--- src/rtl/uart_prog_loader_if.sv ---
// Byte stream from the UART receiver and the BRAM port A write bus of the program loader.
interface uart_prog_loader_if;
  logic        rx_valid;
  logic [7:0]  rx_data;
  logic [3:0]  mem_we;
  logic [31:0] mem_addr;
  logic [31:0] mem_wdata;

  modport master (output rx_valid, rx_data, input mem_we, mem_addr, mem_wdata);
  modport slave  (input rx_valid, rx_data, output mem_we, mem_addr, mem_wdata);
endinterface

--- src/rtl/uart_prog_loader.sv ---
// Loads a length-prefixed, checksummed little-endian word image from the UART into BRAM port A
// and holds the core in reset until the whole image has been verified.
module uart_prog_loader #(
  parameter logic [31:0] ADDR_BASE      = 32'h0,
  parameter int unsigned MAX_WORDS      = 2048,
  parameter int unsigned TIMEOUT_CYCLES = 1000000
) (
  input  logic              clk,
  input  logic              rst_n,
  uart_prog_loader_if.slave bus,
  output logic              core_rst_n,
  output logic              busy,
  output logic              done,
  output logic              err
);

  localparam int unsigned TMO_W = $clog2(TIMEOUT_CYCLES + 1);

  typedef enum logic [2:0] {S_LEN_LO, S_LEN_HI, S_DATA, S_CSUM, S_DONE, S_ERR} state_e;

  state_e             state_q, state_d;
  logic [7:0]         len_lo_q, len_lo_d;
  logic [15:0]        n_q, n_d;
  logic [15:0]        k_q, k_d;
  logic [1:0]         bidx_q, bidx_d;
  logic [23:0]        word_q, word_d;
  logic [7:0]         csum_q, csum_d;
  logic [TMO_W-1:0]   tmo_q, tmo_d;
  logic [3:0]         mem_we_q, mem_we_d;
  logic [31:0]        mem_addr_q, mem_addr_d;
  logic [31:0]        mem_wdata_q, mem_wdata_d;
  logic               core_rst_n_q, core_rst_n_d;
  logic               busy_q, busy_d;
  logic               done_q, done_d;
  logic               err_q, err_d;
  logic [15:0]        len_new;

  always_comb begin
    state_d      = state_q;
    len_lo_d     = len_lo_q;
    n_d          = n_q;
    k_d          = k_q;
    bidx_d       = bidx_q;
    word_d       = word_q;
    csum_d       = csum_q;
    tmo_d        = '0;
    mem_we_d     = '0;
    mem_addr_d   = mem_addr_q;
    mem_wdata_d  = mem_wdata_q;
    core_rst_n_d = core_rst_n_q;
    busy_d       = busy_q;
    done_d       = done_q;
    err_d        = err_q;
    len_new      = {bus.rx_data, len_lo_q};

    case (state_q)
      S_LEN_LO: if (bus.rx_valid) begin
        len_lo_d = bus.rx_data;
        busy_d   = 1'b1;
        state_d  = S_LEN_HI;
      end
      S_LEN_HI: if (bus.rx_valid) begin
        n_d = len_new;
        if (len_new == '0 || 32'(len_new) > MAX_WORDS) begin
          state_d = S_ERR;
          err_d   = 1'b1;
          busy_d  = 1'b0;
        end else begin
          state_d = S_DATA;
          k_d     = '0;
          bidx_d  = '0;
          csum_d  = '0;
        end
      end
      S_DATA: if (bus.rx_valid) begin
        csum_d = csum_q + bus.rx_data;
        bidx_d = bidx_q + 2'd1;
        case (bidx_q)
          2'd0: word_d[7:0]   = bus.rx_data;
          2'd1: word_d[15:8]  = bus.rx_data;
          2'd2: word_d[23:16] = bus.rx_data;
          default: begin
            // The write is registered here, so a strobe during the pulse cycle is a new byte.
            mem_we_d    = '1;
            mem_addr_d  = ADDR_BASE + 32'({k_q, 2'b00});
            mem_wdata_d = {bus.rx_data, word_q};
            k_d         = k_q + 16'd1;
            if (k_q == n_q - 16'd1) state_d = S_CSUM;
          end
        endcase
      end
      S_CSUM: if (bus.rx_valid) begin
        busy_d = 1'b0;
        if (bus.rx_data == csum_q) begin
          state_d      = S_DONE;
          done_d       = 1'b1;
          core_rst_n_d = 1'b1;
        end else begin
          state_d = S_ERR;
          err_d   = 1'b1;
        end
      end
      S_ERR: if (bus.rx_valid) begin
        err_d      = 1'b0;
        len_lo_d   = bus.rx_data;
        busy_d     = 1'b1;
        mem_addr_d = ADDR_BASE;
        csum_d     = '0;
        state_d    = S_LEN_HI;
      end
      default: ;
    endcase

    if (!bus.rx_valid && (state_q == S_LEN_HI || state_q == S_DATA || state_q == S_CSUM)) begin
      tmo_d = tmo_q + 1'b1;
      if (tmo_d == TMO_W'(TIMEOUT_CYCLES)) begin
        state_d = S_ERR;
        err_d   = 1'b1;
        busy_d  = 1'b0;
      end
    end
  end

  always_ff @(posedge clk or negedge rst_n) begin
    if (!rst_n) begin
      state_q      <= S_LEN_LO;
      len_lo_q     <= '0;
      n_q          <= '0;
      k_q          <= '0;
      bidx_q       <= '0;
      word_q       <= '0;
      csum_q       <= '0;
      tmo_q        <= '0;
      mem_we_q     <= '0;
      mem_addr_q   <= ADDR_BASE;
      mem_wdata_q  <= '0;
      core_rst_n_q <= 1'b0;
      busy_q       <= 1'b0;
      done_q       <= 1'b0;
      err_q        <= 1'b0;
    end else begin
      state_q      <= state_d;
      len_lo_q     <= len_lo_d;
      n_q          <= n_d;
      k_q          <= k_d;
      bidx_q       <= bidx_d;
      word_q       <= word_d;
      csum_q       <= csum_d;
      tmo_q        <= tmo_d;
      mem_we_q     <= mem_we_d;
      mem_addr_q   <= mem_addr_d;
      mem_wdata_q  <= mem_wdata_d;
      core_rst_n_q <= core_rst_n_d;
      busy_q       <= busy_d;
      done_q       <= done_d;
      err_q        <= err_d;
    end
  end

  assign bus.mem_we    = mem_we_q;
  assign bus.mem_addr  = mem_addr_q;
  assign bus.mem_wdata = mem_wdata_q;
  assign core_rst_n    = core_rst_n_q;
  assign busy          = busy_q;
  assign done          = done_q;
  assign err           = err_q;

endmodule

--- src/flat_wrapper.sv ---
// flat-port wrapper written by rule: the top's interface ports become plain ports
module uart_prog_loader_flat 
#(
  parameter logic [31:0] ADDR_BASE      = 32'h0,
  parameter int unsigned MAX_WORDS      = 2048,
  parameter int unsigned TIMEOUT_CYCLES = 1000000
)
  (clk, rst_n, core_rst_n, busy, done, err, bus_rx_valid, bus_rx_data, bus_mem_we, bus_mem_addr, bus_mem_wdata);
  uart_prog_loader_if bus_i ();
  input  logic clk;
  input  logic rst_n;
  output logic core_rst_n;
  output logic busy;
  output logic done;
  output logic err;
  input wire logic [$bits(bus_i.rx_valid)-1:0] bus_rx_valid;
  input wire logic [$bits(bus_i.rx_data)-1:0] bus_rx_data;
  output wire logic [$bits(bus_i.mem_we)-1:0] bus_mem_we;
  output wire logic [$bits(bus_i.mem_addr)-1:0] bus_mem_addr;
  output wire logic [$bits(bus_i.mem_wdata)-1:0] bus_mem_wdata;
  assign bus_i.rx_valid = bus_rx_valid;
  assign bus_i.rx_data = bus_rx_data;
  assign bus_mem_we = bus_i.mem_we;
  assign bus_mem_addr = bus_i.mem_addr;
  assign bus_mem_wdata = bus_i.mem_wdata;
  uart_prog_loader #(.ADDR_BASE(ADDR_BASE), .MAX_WORDS(MAX_WORDS), .TIMEOUT_CYCLES(TIMEOUT_CYCLES)) u_core (.clk(clk), .rst_n(rst_n), .bus(bus_i), .core_rst_n(core_rst_n), .busy(busy), .done(done), .err(err));
endmodule
--- config.mk ---
export PLATFORM = sky130hd
export DESIGN_NAME = uart_prog_loader_flat
export DESIGN_NICKNAME = d
export VERILOG_FILES = /design/src/rtl/uart_prog_loader_if.sv /design/src/rtl/uart_prog_loader.sv /design/src/flat_wrapper.sv
export SDC_FILE = /design/constraint.sdc
export NUM_CORES = 1
export LEC_CHECK = 0
export CAP_MARGIN = 30
export CORE_MARGIN = 1.5
export CORE_UTILIZATION = 35
export DETAILED_ROUTE_END_ITERATION = 10
export DONT_BUFFER_PORTS = 1
export PLACE_DENSITY = 0.54
export SLEW_MARGIN = 25
export SYNTH_ARGS = -nofsm -noshare
export SYNTH_HDL_FRONTEND = slang
export SYNTH_SLANG_ARGS = --single-unit
--- constraint.sdc ---
create_clock -name clk -period 3 [get_ports clk]
set_clock_uncertainty 0.1 [all_clocks]
set_input_delay 0.15 -clock clk [delete_from_list [all_inputs] [get_ports clk]]
set_output_delay 0.15 -clock clk [all_outputs]
set_load 0.02 [all_outputs]
==> impl_results.md <==
* RD Place Congestion at 0.7770
* TritonCTS clock tree: yes
* Ant. Diodes at 0
* Avg Vias per Cell at slightly above 5
* CTS H-tree lvls at 4
* Met3 WL at 685 um
* Ports at 83
* CP required at between 3 and 4 ns
* DR WL/cell at 16.27 um
* Starting Density at 36.06%
* Crit Path Max Fanout at 5
* Core area at roughly 0.02 mm2
* #FFs+latches synth at 149
* Vias in the first global route at 5,328
* Most numerous cell in the Yosys netlist: nand2_1
* RSZ-0062 raised after global routing: no
* Fin crit share at between 80% and 90%
* Clock power frac at 41.9%
* Total track usage at 16.31%
* Width of the die at 148.3 um
* Synth async-reset ratio at 100.0%
* Synth cell types at 60
* Die area at 0.02199 mm2
* Switching Share at about 28%
* CP arrival at 2.89 ns
* Register area share after synthesis at 50.46%
* Port Buffers at 0
* Pin count of the biggest net entering global routing at 150
* Final Hold Fails at 149
* CP endpoint kind: flop
* Synth top area cells: dfrtp_1, mux2_2, nand2_1
* Post-route DRC at 0
* Gr ovfl total at 0
* FF-to-FF Start: u_core.n_q[0]
* Clk root buf: clkbuf_16
* Worst vdd ir at between 0.4 and 0.5 mV
* Placed cell areas at 0.007597 mm2
* Pint at 3.700 mW
* Post-synth top flop: dfrtp_1
* Top-area cell type share of the netlist area at 50.46%
* Max_cap viols at 0
* Tot Pwr at ~5.1 mW
* Number of CTS-inserted buffers at 17
* Post-synth EDFFs at 0
* DR top layer: met4
* WHS at -0.6886 ns
* First-pass GRT wire length at about 28,000 um
* Reg2reg end: u_core.state_q[0]
* Max Clock Freq at 370.7 MHz
* Psw at 1.429 mW
* Clock latency on the worst-skew pair at between 0.4 and 0.5 ns
* Slew Limit Fails at 0
* Clk sink count at between 100 and 150
* Post-DRT Antenna Nets at 0
* Startpoint types: flop
* Die Ht at 148.3 um
* Share of layout cells above drive strength 1 at between 10% and 20%
* Sequential Power Share at 45.7%
* Failing checks: negative hold slack
* Top cells by count, synth: nand2_1, dfrtp_1, mux2_2
* Post-route minimum period at 2.697 ns
* Logic pwr share at 12.4%
* Rows at 52
* Core Util, Final at 40.41%
* WL final at 16,620 um
* Met2 wire length at between 8000 and 9000 um
* Final instance area at 0.008282 mm2
* Slew @ Worst Pin at 0.8744 ns
* Pre-CTS WS at 0.3578 ns
* Status: complete, but fails checks
* Leakage at between 3 and 4 nW
* Post-Syn Area at approximately 0.0074 mm2
* Dpl cells at 981
* Sum of negative setup slack at 0 ns
* Area growth syn-to-layout at 12.07%
* Slew headroom at 41.17%
* Setup ws final at 0.3025 ns
* Hold crit path type: input pin to asynchronous set/reset pin
* Syn_area_per_cell at 10.08 um2
* # setup viols final at 0
* Register-to-register setup slack at slightly above 0.3 ns
* Reg2Reg Depth at 9
* Drt pass-1 iters at 5
* Final std cells w/o fill at 1,022
* Post-Syn Instances at 733
* Cell taking the most area after synthesis: dfrtp_1
* Antenna violations before repair at 0
* Starting DRT DRC Count at 310
* CTS Hold Bufs at 9
* Clk slew on worst S/H paths at about 0.070 ns
* HPWL after DPL at 11,080 um
* CP Class: flop to flop
* Via count at 5,148
* Power per cell area at 619.4 mW/mm2
* Clock tree buffer depth at 2
* Layout Nets at 765
* Met1 WL at 7156 um
* Synth Warn # at 0
layer usage:
layer	track usage, %	vias to the layer above
met1	20.00	2533
met5	0	-
met2	27.85	85
li1	-	2510
met3	4.110	20
met4	5.842	0
registers in the layout, summed over array words and instances, names as in the netlist, 3 cells and up:
name                  cells
u_core.bus.mem_addr      16
u_core.k_q               16
u_core.state_q            3
u_core.word_q            24
u_core.len_lo_q           8
u_core.tmo_q             20
u_core.bus.mem_wdata     32
u_core.csum_q             8
u_core.n_q               16
repair_timing:
item / CTS / global route
resized for setup: 0 / 0
setup endpoints to repair: 0 / 0
buffers inserted: 0 / 0
endpoints found under the hold margin: 203 / 149
layout make-up:
cell class,count,area [um2]
Timing Repair Buffer,19,165.2
Multi-Input combinational cell,539,3407
Clock inverter,14,165.2
Sequential cell,149,3729
Inverter,13,48.80
Tap cell,270,337.8
Clock buffer,18,429.2
Fill cell,2022,12210
layout by cell type, fill, tap and decap left out, types with 3 or more instances in the layout:
cell type      Yosys  layout
clkbuf_16          0      17
nand4_1            7       7
nand2b_1           5       5
nor3_1            12      12
nand2_1          152     152
ha_1              14      14
mux2_2            53      53
a22o_1             8       8
and3_1             8       8
nand3b_1           3       3
conb_1             1      16
nor4_1             8       8
a21o_1             5       5
o21ai_0           43      42
buf_4             20      10
and4_1             8       8
and2_1             3       3
a31oi_1            9       9
xor2_1            28      28
dlygate4sd3_1      0       9
clkinvlp_4         0       3
nor2b_1            3       3
nand3_1           12      12
xnor2_1           26      26
inv_8              0       3
dfrtp_1          149     149
inv_1             12      12
a21oi_1           19      19
inv_6              0       3
or3_1              9       9
nor2_1            52      52
logic make-up (layout without fill, tap and decap cells):
family / after synthesis / after routing / share of synthesized area (%)
buf+inv: 60 / 64 / 4.284
compound gates: 100 / 100 / 8.534
fa+ha+maj: 15 / 15 / 2.641
xor+xnor: 54 / 54 / 6.400
simple gates: 301 / 301 / 19.56
flops: 149 / 149 / 50.46
other cells: 1 / 16 / 0.05075
mux: 53 / 53 / 8.076
critical path, cell delays in order (launching register included):
cell and delay (ns):
dfrtp_1 0.42, inv_1 0.09, ha_1 0.19, or4b_2 0.66, nor2_1 0.29, inv_1 0.07
o311ai_0 0.35, nor4_1 0.09, a31oi_1 0.23, nand2_1 0.08
worst max-delay path by stage:
| stage | from | end | slack, ns | depth (start not counted) |
|---|---|---|---|---|
| 2_1_floorplan | u_core.n_q[0] | u_core.state_q[0] | 0.61 | 9 |
| 3_3_place_gp | u_core.n_q[0] | u_core.state_q[0] | 0.40 | 9 |
| 3_5_place_dp | u_core.n_q[0] | u_core.state_q[0] | 0.36 | 9 |
| 4_1_cts | u_core.n_q[0] | u_core.state_q[0] | 0.32 | 9 |
| 5_1_grt | u_core.n_q[0] | u_core.state_q[0] | 0.08 | 9 |
| 6_report | u_core.n_q[0] | u_core.state_q[0] | 0.30 | 9 |
power groups by stage:
stage	Combinational, mW	Clock [mW]	Sequential (mW)
floorplan	0.542	0	2.31
global placement	0.594	0	2.38
detailed placement	0.609	0	2.39
CTS	0.637	2.20	2.35
global route	0.717	2.29	2.37
finish	0.637	2.15	2.34
No activity file was read; power rests on OpenSTA's default activity.
